==> src/rtl/npu_pkg.sv <==
// Shared NPU definitions: state encoding for the PE tile scheduler.
package npu_pkg;

  typedef enum logic [2:0] {
    S_IDLE   = 3'd0,
    S_CLEAR  = 3'd1,
    S_FETCH  = 3'd2,
    S_START  = 3'd3,
    S_WAIT   = 3'd4,
    S_RESULT = 3'd5
  } pe_sched_state_t;

endpackage

==> src/rtl/pe_sched_watchdog.sv <==
// WAIT-state watchdog for pe_tile_sched, only built with PE_TILE_SCHED_TIMEOUT_EN.
// The count restarts from zero whenever the scheduler is outside WAIT, so
// every WAIT entry gets a fresh TIMEOUT_CYCLES budget.
module pe_sched_watchdog #(
  parameter int TIMEOUT_CYCLES = 1024
) (
  input  logic clk,
  input  logic rst_n,
  input  logic in_wait,
  output logic expired
);

  localparam int CW = (TIMEOUT_CYCLES > 1) ? $clog2(TIMEOUT_CYCLES + 1) : 1;
  localparam logic [CW-1:0] LAST = CW'(TIMEOUT_CYCLES - 1);

  logic [CW-1:0] cnt;

  // Count WAIT cycles; hold at the last value so the compare stays asserted.
  always_ff @(posedge clk or negedge rst_n) begin
    if (!rst_n) begin
      cnt <= '0;
    end else if (!in_wait) begin
      cnt <= '0;
    end else if (cnt != LAST) begin
      cnt <= cnt + 1'b1;
    end
  end

  // Expiry is flagged during the TIMEOUT_CYCLES-th WAIT cycle; the scheduler
  // leaves WAIT at the following edge.
  assign expired = in_wait && (cnt == LAST);

endmodule

==> src/rtl/pe_tile_sched.sv <==
// PE tile scheduler: accumulates cmd_k_tiles K tiles on one PE per command.
// Optional WAIT watchdog: define PE_TILE_SCHED_TIMEOUT_EN.
//
//   state  | meaning
//   IDLE   | ready for a command; bad tile counts pulse cmd_err here
//   CLEAR  | one-cycle accumulator clear
//   FETCH  | request operands for tile tile_idx, wait for tile_req_ready
//   START  | one-cycle PE start
//   WAIT   | PE running, waiting for pe_done
//   RESULT | accumulated result offered until res_ready
module pe_tile_sched
  import npu_pkg::*;
#(
  parameter int MAX_K_TILES    = 16,
  parameter int TIMEOUT_CYCLES = 1024,
  localparam int KW            = $clog2(MAX_K_TILES + 1)
) (
  input  logic          clk,
  input  logic          rst_n,
  input  logic          cmd_valid,
  output logic          cmd_ready,
  input  logic [KW-1:0] cmd_k_tiles,
  input  logic          abort,
  output logic          tile_req_valid,
  input  logic          tile_req_ready,
  output logic [KW-1:0] tile_req_idx,
  output logic          pe_enable,
  output logic          pe_start,
  output logic          pe_clear,
  input  logic          pe_done,
  output logic          res_valid,
  input  logic          res_ready,
  output logic          busy,
  output logic          cmd_err,
  output logic [KW-1:0] tile_count
);

  localparam logic [KW-1:0] K_MAX = KW'(MAX_K_TILES);

  pe_sched_state_t state, state_nxt;
  logic [KW-1:0]   k_tiles;
  logic [KW-1:0]   tile_idx;
  logic            err_nxt;
  logic            timeout;
  logic            cmd_ok;
  logic            last_tile;

  assign cmd_ok    = (cmd_k_tiles != '0) && (cmd_k_tiles <= K_MAX);
  assign last_tile = (tile_idx == k_tiles - 1'b1);

`ifdef PE_TILE_SCHED_TIMEOUT_EN
  pe_sched_watchdog #(
    .TIMEOUT_CYCLES(TIMEOUT_CYCLES)
  ) u_wdog (
    .clk    (clk),
    .rst_n  (rst_n),
    .in_wait(state == S_WAIT),
    .expired(timeout)
  );
`else
  // No watchdog: WAIT is left only on pe_done or abort.
  assign timeout = (TIMEOUT_CYCLES < 0);
`endif

  // State register.
  always_ff @(posedge clk or negedge rst_n) begin
    if (!rst_n) state <= S_IDLE;
    else        state <= state_nxt;
  end

  // Next state and state-decoded outputs; abort overrides every other event.
  always_comb begin
    state_nxt      = state;
    err_nxt        = 1'b0;
    cmd_ready      = 1'b0;
    tile_req_valid = 1'b0;
    pe_enable      = 1'b0;
    pe_start       = 1'b0;
    pe_clear       = 1'b0;
    res_valid      = 1'b0;
    case (state)
      S_IDLE: begin
        cmd_ready = 1'b1;
        if (cmd_valid) begin
          if (cmd_ok) state_nxt = S_CLEAR;
          else        err_nxt   = 1'b1;
        end
      end
      S_CLEAR: begin
        pe_clear  = 1'b1;
        state_nxt = S_FETCH;
      end
      S_FETCH: begin
        tile_req_valid = 1'b1;
        if (tile_req_ready) state_nxt = S_START;
      end
      S_START: begin
        pe_enable = 1'b1;
        pe_start  = 1'b1;
        state_nxt = S_WAIT;
      end
      S_WAIT: begin
        pe_enable = 1'b1;
        if (pe_done) begin
          state_nxt = last_tile ? S_RESULT : S_FETCH;
        end else if (timeout) begin
          state_nxt = S_IDLE;
          err_nxt   = 1'b1;
        end
      end
      S_RESULT: begin
        res_valid = 1'b1;
        if (res_ready) state_nxt = S_IDLE;
      end
      default: state_nxt = S_IDLE;
    endcase
    if (abort && (state != S_IDLE)) begin
      state_nxt = S_IDLE;
      err_nxt   = 1'b1;
    end
  end

  // Command latch, tile bookkeeping and the registered error pulse.
  always_ff @(posedge clk or negedge rst_n) begin
    if (!rst_n) begin
      k_tiles    <= '0;
      tile_idx   <= '0;
      tile_count <= '0;
      cmd_err    <= 1'b0;
    end else begin
      cmd_err <= err_nxt;
      if ((state == S_IDLE) && cmd_valid && cmd_ok) begin
        k_tiles    <= cmd_k_tiles;
        tile_idx   <= '0;
        tile_count <= '0;
      end else if ((state == S_WAIT) && pe_done && !abort) begin
        tile_count <= tile_count + 1'b1;
        if (!last_tile) tile_idx <= tile_idx + 1'b1;
      end
    end
  end

  assign tile_req_idx = tile_idx;
  assign busy         = (state != S_IDLE);

endmodule
==> config.mk <==
export PLATFORM = sky130hd
export DESIGN_NAME = pe_tile_sched
export DESIGN_NICKNAME = d
export VERILOG_FILES = /design/src/rtl/npu_pkg.sv /design/src/rtl/pe_sched_watchdog.sv /design/src/rtl/pe_tile_sched.sv
export SDC_FILE = /design/constraint.sdc
export NUM_CORES = 1
export LEC_CHECK = 0
export BUFFER_PORTS_ARGS = -buffer_cell sky130_fd_sc_hd__buf_2
export CORE_ASPECT_RATIO = 2
export CORE_UTILIZATION = 30
export DETAILED_ROUTE_END_ITERATION = 16
export GPL_ROUTABILITY_DRIVEN = 0
export PLACE_DENSITY = 0.56
export SETUP_SLACK_MARGIN = 0.02
export SYNTH_ARGS = -nofsm -noshare
export SYNTH_HDL_FRONTEND = slang
export SYNTH_HIERARCHICAL = 1
export SYNTH_SLANG_ARGS = --single-unit
==> constraint.sdc <==
create_clock -name clk -period 1.9 [get_ports clk]
set_clock_uncertainty 0.15 [all_clocks]
set_input_delay 0.38 -clock clk [delete_from_list [all_inputs] [get_ports clk]]
set_output_delay 0.38 -clock clk [all_outputs]
set_load 0.05 [all_outputs]
==> results of run 1 <==
[logic make-up (layout without fill, tap and decap cells)]
group / Yosys count / in the layout
muxes: 4 / 4
AOI/OAI and AO/OA: 22 / 22
DFF: 19 / 19
and+or+nand+nor: 53 / 53
adders and majority gates: 3 / 3
xor gates and xnor gates: 12 / 12
buffers and inverters: 11 / 87
[flip-flops by register name (all words and copies together) (netlist names)]
signal / count
tile_count: 5
k_tiles: 5
tile_req_idx: 5
cmd_err: 1
state: 3
[final timing paths]
check	startpoint	end	depth (start not counted)
hold reg to reg	k_tiles[4]$_DFFE_PN0P_	k_tiles[4]$_DFFE_PN0P_	2
min in group asynchronous	rst_n	k_tiles[3]$_DFFE_PN0P_	2
setup / recovery	k_tiles[0]$_DFFE_PN0P_	state[0]$_DFFE_PN0P_	9
hold / removal	cmd_k_tiles[2]	k_tiles[2]$_DFFE_PN0P_	3
max in group asynchronous	rst_n	tile_req_idx[2]$_DFFE_PN0P_	2
setup reg to reg	k_tiles[0]$_DFFE_PN0P_	state[0]$_DFFE_PN0P_	9
[power by group]
group / internal [uW] / switching (uW) / leakage, uW
sequential: 486 / 63.0 / 0.000255
clock: 149 / 137 / 0.0000228
combinational: 908 / 889 / 0.000727
[tightest hold or removal path, cell delays in order]
cell and delay [ns]:
buf_2 0.09, nand2_1 0.04, nand2_1 0.05
[layer usage]
layer / global-route usage / part of all wire / vias to the layer above
li1: - / - / 584
met1: 0.187 / 0.36 / 609
met2: 0.318 / 0.60 / 36
met3: 0.0221 / 0.029 / 4
met4: 0.110 / 0.012 / 0
met5: 0 / 0 / -
[cell usage after synthesis, types with 2 or more instances]
| cell | n |
|---|---|
| a21oi_1 | 3 |
| xnor2_1 | 6 |
| o211ai_1 | 2 |
| nand4_1 | 3 |
| ha_1 | 3 |
| o31ai_1 | 2 |
| buf_6 | 2 |
| xor2_1 | 6 |
| and3_1 | 3 |
| nand2_1 | 16 |
| nor2_1 | 10 |
| inv_1 | 5 |
| dfrtp_1 | 19 |
| o21ai_0 | 6 |
| mux2i_1 | 4 |
| nor3b_1 | 2 |
| nand3_1 | 5 |
| nor3_1 | 2 |
| o211a_1 | 2 |
[metrics by stage]
stage          worst slack, ns  power (uW)
2_1_floorplan           -0.196        1340
3_3_place_gp            -0.187        1670
3_5_place_dp            -0.252        1710
4_1_cts                 -0.180        2310
5_1_grt                 -0.248        2780
6_report                -0.160        2630
[final cells by class]
cell class	instances	area, um2
clock buffers	4	45.0
flip-flops and latches	19	475
multi-input cells	94	778
well taps	49	61.3
fillers	332	1670
repair buffers	77	617
inverters	6	33.8
[timing repair]
item	CTS	global route
gates resized for setup	28	34
hold buffers	1	0
hold endpoints to repair	19	0
setup buffers	10	14
pin swaps	10	12
setup endpoints to repair	15	24
gates cloned	0	0
==> impl_metrics.yaml, run 1 <==
synthesis:
  synth.area.top_cells: "dfrtp_1 41%, nand2_1 5.1%, xnor2_1 4.5%"
  ys_types: 42
  synth_compound_area_frac: 0.132
  synth_top_family_by_area: "simple AND/OR/NAND/NOR gates"
  syn_inst: 124
  synth_mux_area_frac: 0.0343
  synth_area_leader_cell: "dfrtp_1"
  synth_xor_area_frac: 0.0900
  synthesis.nets: 139
  synth_fa_ha_area_frac: 0.0322
  synthArstFlopShare: 1.00
  synth_edf_count: 0
  yosysSeqAreaShare: 0.407
  yosysTopAreaCellShare: 0.407
  avgSynthCellArea_um2: 9.41
  ys_ff_latch: 19
  synth_ff_type: "dfrtp_1"
  syn_area_mm2: 0.00117
  synth_warnings: 6
  yosys.area_share.simple: 0.250
drt:
  first_pass_iters: 4
  wirelength_mm: 3.80
  wl_per_cell_um: 15.2
  dr.first_iter.drc_count: 31
  vias: 1233
  ant_nets: 0
  drc: 0
  avgViaCountPerCell: 4.95
global_routing:
  grt_use_total: 0.182
  grt_max_degree: 20
  grt_pass1_vias: 1236
  grt_pass1_wl_mm: 5.62
  grt_overflow_total: 0
  antenna_found_initial: 0
timing:
  max-slew-margin-rel: 0.692
  fmax_mhz: 485
  rsz0062_at_grt: "true"
  fin_crit_sh: 1.08
  tightest_slew_ns: 0.462
  period_needed_ns: 2.06
  slew_viol_final: 0
  worst_hold_slack_ns: 0.185
  setup_violations: 11
  fin_ws_ns: -0.160
  hold_violations: 0
  tns_ns: -0.799
setup_path:
  crit_top_cell: "buf_4"
  cp_top_family: "buffers and inverters"
  endpoint_kind: "flop"
  setup.worst_path.class: "flop to flop"
  cpPeakStageDelay_ns: 0.39
  cp_data_required_time_ns: 1.93
  worstSetupStartpointType: "flop"
  cpMaxStageDelayCell: "dfrtp_1"
  path_cells: "buf_4 -> buf_4 -> nor3_2 -> xnor2_1 -> o311ai_1 -> buf_4 -> buf_6 -> o211a_1 -> a21oi_1"
  worst-endpoint-arrival_ns: 2.09
  path_buf_inv: 4
  cp_max_fo: 3
  rrSetupSlack_ns: -0.16
clock_network:
  cts_htree_levels: 1
  clk_pin_slew_worst_paths_ns: 0.07
  clock_latency_ns: 0.26
  cts-root-buf: "clkbuf_8"
  cts_tree: "yes"
  cts-buffers-inserted: 3
  clock_sink_count: 19
  clockBufferDepth: 2
finish:
  layout.nets: 216
  postLayoutCellArea_mm2: 0.00201
  fin_cells: 249
  mostFrequentLayoutCells: "34 x buf_4, 22 x buf_2, 19 x dfrtp_1"
  drive_above_1_share: 0.560
  final_common_cell: "buf_4"
  area.growth.synth_to_final_pct: 72.2
  utilization: 0.546
  diodes: 0
floorplanning:
  pin_count: 30
  rows: 31
  die_w_um: 46.1
  start_util: 0.317
  dieArea_mm2: 0.00416
  core_mm2: 0.00368
  die_y_um: 90.2
power_and_ir_drop:
  vdd_drop_max_uv: 897
  p_leak_uw: 0.00100
  power_density_mw_per_mm2: 1310
outcome:
  violations: "setup timing"
  status: "finished, violations left"
placed_design:
  placed_cell_area_mm2: 0.00156
  hpwl_mm: 2.52
  portBuffers: 29
  dpl.cell_count: 220
worst_hold_path:
  hold_class: "primary input to flop"
job:
  cap_violations: 0
Note: power is estimated with default switching activity, not from simulation.
==> run 2, diff against run 1 <==
- CORE_ASPECT_RATIO: 2 -> 0.9
==> run 2 against run 1 <==
  * The flow still finishes with violations (setup timing)
  * Wire length down 7.0%
  * Hold slack worse by 0.0054 ns
  * Flip-flop and latch count unchanged
  * Power fell by 6.3%
  * Design area decreased by 5.5%
  * Combinational power shrank 10%
  * Cell count is 5.6% lower
==> impl_metrics.yaml, run 2 (synthesized netlist as in run 1, its figures left out) <==
drt:
  dr.first_iter.drc_count: 58
  drc: 0
  first_pass_iters: 4
  highest_layer: "met4"
  wirelength_mm: 3.53
  wl_per_cell_um: 15.0
  dr_wl_met2_mm: 1.79
  wl_met3_um: 160
  vias: 1181
  avgViaCountPerCell: 5.03
  met1_length_mm: 1.56
  ant_nets: 0
power_and_ir_drop:
  power_density_mw_per_mm2: 1300
  p_leak_uw: 0.000942
  vdd_drop_max_uv: 424
worst_hold_path:
  hold_class: "primary input to flop"
global_routing:
  grt_pass1_wl_mm: 4.98
  grt_pass1_vias: 1119
  grt_max_degree: 20
  antenna_found_initial: 0
  grt_overflow_total: 0
  grt_use_total: 0.167
timing:
  fin_crit_sh: 1.06
  rsz0062_at_grt: "true"
  hold_violations: 0
  fmax_mhz: 497
  fin_ws_ns: -0.112
  setup_violations: 13
  slew_viol_final: 0
  tightest_slew_ns: 0.439
  tns_ns: -0.565
  period_needed_ns: 2.01
  max-slew-margin-rel: 0.707
placed_design:
  hpwl_mm: 2.24
  dpl.cell_count: 215
  portBuffers: 29
  placed_cell_area_mm2: 0.00152
setup_path:
  cp_top_family: "compound AO/OA/AOI/OAI gates"
  cpMaxStageDelayCell: "or4_4"
  worstSetupStartpointType: "flop"
  cp_data_required_time_ns: 1.95
  cpPeakStageDelay_ns: 0.43
  cp_max_fo: 4
  worst-endpoint-arrival_ns: 2.06
  setup.worst_path.class: "flop to flop"
  endpoint_kind: "flop"
  path_cells: "inv_2 -> ha_4 -> nand2b_4 -> a21boi_2 -> o311a_1 -> or4_4 -> a21oi_2"
  path_buf_inv: 1
floorplanning:
  dieArea_mm2: 0.00415
  core_mm2: 0.00373
  start_util: 0.313
  die_y_um: 61.2
  rows: 21
  pin_count: 30
  die_w_um: 67.8
job:
  cap_violations: 0
finish:
  area.growth.synth_to_final_pct: 62.8
  layout.nets: 205
  postLayoutCellArea_mm2: 0.00190
  drive_above_1_share: 0.513
  fin_cells: 235
  final_common_cell: "buf_4"
  diodes: 0
  mostFrequentLayoutCells: "29 x buf_4, 22 x buf_2, 18 x dfrtp_1"
clock_network:
  cts_htree_levels: 1
  cts-buffers-inserted: 3
  clock_latency_ns: 0.26
  cts_tree: "yes"
  clk_pin_slew_worst_paths_ns: 0.07
  clockBufferDepth: 2
  clock_sink_count: 19
  cts-root-buf: "clkbuf_8"
outcome:
  violations: "setup timing"
  status: "finished, violations left"
run 2: final timing paths:
| kind | startpoint | endpoint | slack [ns] | depth (start not counted) |
|---|---|---|---|---|
| max | k_tiles[1]$_DFFE_PN0P_ | tile_req_idx[3]$_DFFE_PN0P_ | -0.11 | 7 |
| min | cmd_k_tiles[3] | k_tiles[3]$_DFFE_PN0P_ | 0.18 | 3 |
| max reg2reg | k_tiles[1]$_DFFE_PN0P_ | tile_req_idx[3]$_DFFE_PN0P_ | -0.11 | 7 |
| min reg2reg | k_tiles[4]$_DFFE_PN0P_ | k_tiles[4]$_DFFE_PN0P_ | 0.39 | 2 |
| max in group asynchronous | rst_n | k_tiles[2]$_DFFE_PN0P_ | 0.84 | 2 |
| min in group asynchronous | rst_n | cmd_err$_DFF_PN0_ | 0.44 | 2 |
run 2: per-stage QoR:
step	power, uW	util	hold slack, ns	setup slack, ns
after CTS	2240	0.467	0.173	-0.0770
after floorplan	1340	-	-0.0656	-0.196
after detailed placement	1650	0.408	0.203	-0.231
final	2470	0.509	0.180	-0.112
after global placement	1620	0.408	0.195	-0.199
after global routing	2600	0.509	0.172	-0.176
run 2: tightest hold or removal path: cells and delay by family:
| family | cells | cell delay [ns] |
|---|---|---|
| buf+inv | 1 | 0.09 |
| simple gates | 2 | 0.09 |
run 2: routing by layer:
| layer | vias to the layer above | GRT usage |
|---|---|---|
| met3 | 4 | 0.0389 |
| met5 | - | 0 |
| met1 | 578 | 0.196 |
| li1 | 564 | - |
| met2 | 35 | 0.301 |
| met4 | 0 | 0.0486 |
run 2: final cells by class:
cell class | instances | area, um2
Multi-Input combinational cell | 94 | 761
Sequential cell | 19 | 477
Clock buffer | 3 | 41.3
Tap cell | 46 | 57.6
Clock inverter | 1 | 5.00
Inverter | 6 | 28.8
Fill cell | 338 | 1830
Timing Repair Buffer | 66 | 531
run 2: repair_timing:
item / 4_1_cts / 5_1_grt
pin swaps: 8 / 7
hold buffers: 1 / 0
cloned: 0 / 1
buffers inserted: 7 / 7
endpoints found under the setup margin: 16 / 23
endpoints found under the hold margin: 19 / 0
resized for setup: 30 / 20
run 2: where the power goes:
| group | total [uW] | switching, uW | internal, uW |
|---|---|---|---|
| combinational | 1620 | 838 | 782 |
| sequential | 566 | 77.1 | 488 |
| clock | 282 | 136 | 146 |
